$ cat src/rtl/pipe_hazard_ctrl_if.sv
// Handshake bundle between the pipeline datapath (master) and pipe_hazard_ctrl (slave).
interface pipe_hazard_ctrl_if #(
    parameter int ADDR_W = 64,
    parameter int NSTAGE = 5
);
    logic              ex_jump_valid;
    logic [ADDR_W-1:0] ex_jump_addr;
    logic              trap_valid;
    logic [ADDR_W-1:0] trap_addr;
    logic [NSTAGE-1:0] hold_req;
    logic              pc_jump_valid;
    logic [ADDR_W-1:0] pc_jump_addr;
    logic [NSTAGE-1:0] stall;
    logic [NSTAGE-1:0] flush;
    logic              busy;

    modport master (
        output ex_jump_valid, ex_jump_addr, trap_valid, trap_addr, hold_req,
        input  pc_jump_valid, pc_jump_addr, stall, flush, busy
    );

    modport slave (
        input  ex_jump_valid, ex_jump_addr, trap_valid, trap_addr, hold_req,
        output pc_jump_valid, pc_jump_addr, stall, flush, busy
    );
endinterface

$ cat src/rtl/pipe_hazard_ctrl.sv
// Pipeline stall/flush/redirect controller. Optional perf counters under PIPE_HAZARD_PERF_EN.
// Redirects issue combinationally (0 latency) when EX is free, otherwise they wait in PEND.
module pipe_hazard_ctrl #(
    parameter int ADDR_W    = 64,
    parameter int NSTAGE    = 5,
    parameter int EX_IDX    = 2,
    parameter int FLUSH_LEN = 1
) (
    input  logic                 clk,
    input  logic                 rst,
`ifdef PIPE_HAZARD_PERF_EN
    output logic [31:0]          perf_stall_cyc,
    output logic [31:0]          perf_redirect_cnt,
`endif
    pipe_hazard_ctrl_if.slave    bus
);
    localparam int CNT_W = $clog2(FLUSH_LEN + 1);
    localparam logic [CNT_W-1:0] CNT_RELOAD = CNT_W'(FLUSH_LEN - 1);
    localparam logic [NSTAGE-1:0] FRONT_MASK = {NSTAGE{1'b1}} >> (NSTAGE - 1 - EX_IDX);

    typedef enum logic [1:0] {IDLE = 2'd0, PEND = 2'd1, FLUSH = 2'd2} state_e;

    state_e            state_q, state_d;
    logic [ADDR_W-1:0] pend_q, pend_d;
    logic [CNT_W-1:0]  cnt_q, cnt_d;

    logic [NSTAGE-1:0] stall_base_s, flush_base_s;
    logic              ex_stalled_s, req_s, issue_s, front_flush_s;
    logic [ADDR_W-1:0] req_addr_s, issue_addr_s;

    // Hold chain: every stage at or behind the oldest busy stage stalls, a bubble goes after it.
    always_comb begin
        stall_base_s = '0;
        flush_base_s = '0;
        for (int i = 0; i < NSTAGE; i++) begin
            stall_base_s[i] = |(bus.hold_req >> i);
        end
        for (int i = 1; i < NSTAGE; i++) begin
            flush_base_s[i] = bus.hold_req[i-1] & ~stall_base_s[i];
        end
    end

    assign ex_stalled_s = stall_base_s[EX_IDX];
    assign req_s        = bus.trap_valid | ((state_q == IDLE) & bus.ex_jump_valid);
    assign req_addr_s   = bus.trap_valid ? bus.trap_addr : bus.ex_jump_addr;

    // Redirect FSM next-state and issue decision.
    always_comb begin
        state_d       = state_q;
        pend_d        = pend_q;
        cnt_d         = cnt_q;
        issue_s       = 1'b0;
        issue_addr_s  = '0;
        front_flush_s = 1'b0;
        case (state_q)
            IDLE: begin
                if (req_s && !ex_stalled_s) begin
                    issue_s      = 1'b1;
                    issue_addr_s = req_addr_s;
                    cnt_d        = CNT_RELOAD;
                    state_d      = (FLUSH_LEN > 1) ? FLUSH : IDLE;
                end else if (req_s) begin
                    pend_d  = req_addr_s;
                    state_d = PEND;
                end else begin
                    state_d = IDLE;
                end
            end
            PEND: begin
                if (!ex_stalled_s) begin
                    issue_s      = 1'b1;
                    issue_addr_s = bus.trap_valid ? bus.trap_addr : pend_q;
                    cnt_d        = CNT_RELOAD;
                    state_d      = (FLUSH_LEN > 1) ? FLUSH : IDLE;
                end else begin
                    pend_d = bus.trap_valid ? bus.trap_addr : pend_q;
                end
            end
            FLUSH: begin
                front_flush_s = 1'b1;
                if (bus.trap_valid && !ex_stalled_s) begin
                    issue_s      = 1'b1;
                    issue_addr_s = bus.trap_addr;
                    cnt_d        = CNT_RELOAD;
                end else if (bus.trap_valid) begin
                    pend_d  = bus.trap_addr;
                    state_d = PEND;
                end else if (cnt_q <= CNT_W'(1)) begin
                    state_d = IDLE;
                end else begin
                    cnt_d = cnt_q - CNT_W'(1);
                end
            end
            default: begin
                state_d = IDLE;
            end
        endcase
    end

    // Output assembly; a flushed stage never also reports stall.
    always_comb begin
        bus.pc_jump_valid = 1'b0;
        bus.pc_jump_addr  = '0;
        bus.flush         = '0;
        bus.stall         = '0;
        bus.busy          = 1'b0;
        if (rst) begin
            bus.busy = 1'b0;
        end else begin
            bus.pc_jump_valid = issue_s;
            bus.pc_jump_addr  = issue_addr_s;
            bus.flush         = flush_base_s | ((issue_s | front_flush_s) ? FRONT_MASK : '0);
            bus.stall         = stall_base_s & ~bus.flush;
            bus.busy          = (state_q != IDLE);
        end
    end

    // FSM state, pending redirect and flush stretch counter.
    always_ff @(posedge clk or posedge rst) begin
        if (rst) begin
            state_q <= IDLE;
            pend_q  <= '0;
            cnt_q   <= '0;
        end else begin
            state_q <= state_d;
            pend_q  <= pend_d;
            cnt_q   <= cnt_d;
        end
    end

`ifdef PIPE_HAZARD_PERF_EN
    logic [31:0] perf_stall_q, perf_redir_q;

    // Free-running wrap-around event counters.
    always_ff @(posedge clk or posedge rst) begin
        if (rst) begin
            perf_stall_q <= 32'd0;
            perf_redir_q <= 32'd0;
        end else begin
            perf_stall_q <= perf_stall_q + {31'd0, bus.stall[0]};
            perf_redir_q <= perf_redir_q + {31'd0, bus.pc_jump_valid};
        end
    end

    assign perf_stall_cyc    = perf_stall_q;
    assign perf_redirect_cnt = perf_redir_q;
`endif
endmodule

$ cat src/flat_wrapper.sv
// flat-port wrapper written by rule: the top's interface ports become plain ports
module pipe_hazard_ctrl_flat 
#(
    parameter int ADDR_W    = 64,
    parameter int NSTAGE    = 5,
    parameter int EX_IDX    = 2,
    parameter int FLUSH_LEN = 1
)
  (clk, rst, bus_ex_jump_valid, bus_ex_jump_addr, bus_trap_valid, bus_trap_addr, bus_hold_req, bus_pc_jump_valid, bus_pc_jump_addr, bus_stall, bus_flush, bus_busy);
  pipe_hazard_ctrl_if #(.ADDR_W(ADDR_W), .NSTAGE(NSTAGE)) bus_i ();
  input  logic clk;
  input  logic rst;
  input wire logic [$bits(bus_i.ex_jump_valid)-1:0] bus_ex_jump_valid;
  input wire logic [$bits(bus_i.ex_jump_addr)-1:0] bus_ex_jump_addr;
  input wire logic [$bits(bus_i.trap_valid)-1:0] bus_trap_valid;
  input wire logic [$bits(bus_i.trap_addr)-1:0] bus_trap_addr;
  input wire logic [$bits(bus_i.hold_req)-1:0] bus_hold_req;
  output wire logic [$bits(bus_i.pc_jump_valid)-1:0] bus_pc_jump_valid;
  output wire logic [$bits(bus_i.pc_jump_addr)-1:0] bus_pc_jump_addr;
  output wire logic [$bits(bus_i.stall)-1:0] bus_stall;
  output wire logic [$bits(bus_i.flush)-1:0] bus_flush;
  output wire logic [$bits(bus_i.busy)-1:0] bus_busy;
  assign bus_i.ex_jump_valid = bus_ex_jump_valid;
  assign bus_i.ex_jump_addr = bus_ex_jump_addr;
  assign bus_i.trap_valid = bus_trap_valid;
  assign bus_i.trap_addr = bus_trap_addr;
  assign bus_i.hold_req = bus_hold_req;
  assign bus_pc_jump_valid = bus_i.pc_jump_valid;
  assign bus_pc_jump_addr = bus_i.pc_jump_addr;
  assign bus_stall = bus_i.stall;
  assign bus_flush = bus_i.flush;
  assign bus_busy = bus_i.busy;
  pipe_hazard_ctrl #(.ADDR_W(ADDR_W), .NSTAGE(NSTAGE), .EX_IDX(EX_IDX), .FLUSH_LEN(FLUSH_LEN)) u_core (.clk(clk), .rst(rst), .bus(bus_i));
endmodule
$ cat config.mk
export PLATFORM = sky130hd
export DESIGN_NAME = pipe_hazard_ctrl_flat
export DESIGN_NICKNAME = d
export VERILOG_FILES = /design/src/rtl/pipe_hazard_ctrl_if.sv /design/src/rtl/pipe_hazard_ctrl.sv /design/src/flat_wrapper.sv
export SDC_FILE = /design/constraint.sdc
export NUM_CORES = 1
export LEC_CHECK = 0
export BUFFER_PORTS_ARGS = -buffer_cell sky130_fd_sc_hd__buf_2
export CELL_PAD_IN_SITES_DETAIL_PLACEMENT = 0
export CELL_PAD_IN_SITES_GLOBAL_PLACEMENT = 2
export CORE_UTILIZATION = 26
export DETAILED_ROUTE_END_ITERATION = 6
export GPL_TIMING_DRIVEN = 0
export HOLD_SLACK_MARGIN = 0.05
export MAX_ROUTING_LAYER = met4
export PLACE_DENSITY_LB_ADDON = 0.15
export SLEW_MARGIN = 5
export SYNTH_ARGS = -nofsm -noshare
export SYNTH_HDL_FRONTEND = slang
export SYNTH_SLANG_ARGS = --single-unit
$ cat constraint.sdc
create_clock -name clk -period 2.2 [get_ports clk]
set_clock_uncertainty 0.05 [all_clocks]
set_input_delay 0.11 -clock clk [delete_from_list [all_inputs] [get_ports clk]]
set_output_delay 0.11 -clock clk [all_outputs]
set_load 0.005 [all_outputs]
==> results.md <==
* CP Max Fanout at 10
* Period utilization at 97.9%
* Dpl ws at -205 ps
* Clock sink count at 65
* Req. time, crit path at 2040 ps
* Max Cap Viol at 0
* Outcome: finished clean
* Worst-margin pin slew at 795 ps
* Row count at 52
* TritonCTS buffer count at 9
* Antenna violations before repair at 1
* Antenna-violating nets left at 0
* Min Tclk post-route at 2150 ps
* Internal power at 2.91 mW
* CTS tree: built
* Combinational share of power at 26.7%
* FMAX at 464 MHz
* Final wirelength at 22.0 mm
* Switch share at 29.9%
* Slew headroom at 47.0%
* Final number of hold-violating endpoints at 0
* Initial Utilization at 26.7%
* Leakage power at 3.42 nW
* CTS HTree Levels at 3
* YS warnings at 0
* CTS root buf: clkbuf_16
* Routability cong. at 0.762
* Die H at 147 um
* Syn Nets at 705
* Main area contributors after synthesis: dfrtp_1 30%, mux2i_1 14%, o22ai_2 9.2%
* Synth Register Bits at 65
* Yosys top cell by area: dfrtp_1
* Worst path slowest cell: or3_4
* WL/cell at 20.5 um
* CP Launch Type: flop
* Sequential area share after synthesis at 29.9%
* First-pass GRT wire length at 33.9 mm
* Worst hold slack at 66.4 ps
* HP Class: in -> reg
* Worst Path Arrival at 1990 ps
* Gr usage total at 20.7%
* DRC Markers at 0
* Fillers at 2,110
* P_sw at 1.24 mW
* Maximum VDD drop at 0.342 mV
* Worst-path clk slew at 60 ps
* Cell Chain, Critical Path: buf_6 -> o21bai_4 -> or3_4 -> buf_12 -> o22ai_2 -> buf_2
* First drt pass iteration count at 4
* Synth Instances at 568
* Max stage delay on crit path at 470 ps
* Initial drt markers at 295
* Ys flop type: dfrtp_1
* Mean Syn Cell Area at 9.59 um^2
* Netlist cell types at 32
* Clock share of power at 37.6%
* Post-synth EDFFs at 0
* Vias in the first global route at 6,071
* Gr ovfl total at 0
* Setup violators final at 0
* RSZ-0062 raised after global routing: true
* Die area at 0.0215 mm^2
* Crit path kind: reg -> out
* Chip width at 147 um
* Crit. End Element: output pin
* Area Growth Syn to Fin at 36.4%
* Seq pwr share at 35.7%
* Core Box Area at 0.0204 mm^2
* Clk buf depth at 2
* Nets@finish at 933
* Setup slack after layout at 45.6 ps
* PortBufs at 211
* Most frequent cells after synthesis: 78 x mux2i_1, 65 x dfrtp_1, 64 x a21boi_0, 47 x clkbuf_1, 40 x o22ai_2
* Vias/cell at 5.49
* Largest net degree at the start of global routing at 45
* Max Slew Vio Count at 0
* Async S/R FF share, synth at 100%
* Syn Std Cell Area at 0.00545 mm^2
* Synth top area share at 29.9%
* Worst-Skew Late Latency at 330 ps
* Pwr Density at 559 mW/mm^2
* Post-DP HPWL at 16.0 mm
* Total number of vias at 5,886
* IO Pins at 213
* Layout cells sized above 1 at 42.0%
* Most common cell in the netlist: mux2i_1
## registers in the layout, summed over array words and instances, names as in the netlist
name	cells
u_core.pend_q	64
u_core.state_q	1
## critical path, delay by kind of cell, from the launching register on
kind | cells | cell delay (ps)
DFF | 1 | 370
and+or+nand+nor | 1 | 470
buffers and inverters | 3 | 480
AOI/OAI and AO/OA | 2 | 320
## final timing paths
check,from,end,slack [ps],depth (start not counted)
max in group asynchronous,rst,u_core.pend_q[14]$_DFFE_PP0P_,1430,4
setup reg to reg,u_core.state_q[0]$_DFFE_PP0P_,u_core.pend_q[49]$_DFFE_PP0P_,180,6
hold reg to reg,u_core.pend_q[13]$_DFFE_PP0P_,u_core.pend_q[13]$_DFFE_PP0P_,450,1
hold / removal,bus_trap_addr[24],u_core.pend_q[24]$_DFFE_PP0P_,70,3
setup / recovery,u_core.state_q[0]$_DFFE_PP0P_,bus_pc_jump_addr[26],50,6
min in group asynchronous,rst,u_core.pend_q[62]$_DFFE_PP0P_,130,3
## power groups by stage
stage	combinational, mW	clock (mW)	sequential, mW
after floorplan	0.703	0	1.47
after global placement	1.05	0	1.49
after detailed placement	1.08	0	1.50
after CTS	1.11	1.59	1.48
after global routing	1.22	1.65	1.51
final	1.11	1.56	1.48
## layer usage
layer,GRT usage (%),routed length [um]
met2,32.7,10400
met1,27.3,9750
met5,-,0
met3,3.14,1500
met4,6.04,312
## repair_timing
| action | 4_1_cts | 5_1_grt |
|---|---|---|
| pin swaps | 1 | 17 |
| endpoints found under the hold margin | 1 | 0 |
| hold buffers | 1 | 0 |
| gates resized for setup | 29 | 24 |
| gates cloned | 0 | 2 |
| endpoints found under the setup margin | 70 | 57 |
| buffers inserted | 5 | 1 |
## cells by family after synthesis
family,Yosys count,synth area share [%]
buffers and inverters,74,6.25
DFF,65,29.9
AOI/OAI and AO/OA,266,41.0
and+or+nand+nor,71,5.65
muxes,92,17.2
## per-stage QoR
stage | setup TNS [ps] | total power, mW | cell area (um^2) | util, % | cells
2_1_floorplan | 0 | 2.17 | 5450 | - | 568
3_3_place_gp | -83660 | 2.54 | 6840 | 33.6 | 1049
3_5_place_dp | -10250 | 2.58 | 6870 | 33.7 | 1050
4_1_cts | -213 | 4.17 | 7330 | 36.0 | 1070
5_1_grt | -300 | 4.37 | 7420 | 36.5 | 1071
6_report | 0 | 4.15 | 7430 | 36.5 | 1072
## final cells by class
type | instances | area (um^2) | share of cell area, %
Buffer | 68 | 385 | 5.19
Timing Repair Buffer | 221 | 1200 | 16.2
Multi-Input combinational cell | 429 | 3550 | 47.8
Antenna cell | 2 | 5.00 | 0.0674
Tap cell | 270 | 338 | 4.55
Sequential cell | 65 | 1630 | 21.9
Clock inverter | 3 | 65.1 | 0.876
Clock buffer | 12 | 246 | 3.32
Inverter | 2 | 10.0 | 0.135
## cells in the final DEF (no fill, tap or decap), types with 3 or more instances in the layout
master     Yosys  layout
buf_2         17     225
mux2i_1       78      78
dfrtp_1       65      65
a21boi_0      64      64
o22ai_2       40      41
clkbuf_1      47      33
o21ai_0       33      33
nand2_1       33      32
a32oi_1       32      32
o221ai_1      32      32
nor2_1        23      22
o22ai_1       24      21
a2bb2oi_1     18      18
o32a_1        18      18
mux2_2        14      14
clkbuf_16      0      11
clkbuf_2       0      10
buf_4          1       7
buf_6          5       4
buf_12         0       4
nor3_1         4       3
Note: power is estimated with default switching activity, not from simulation.
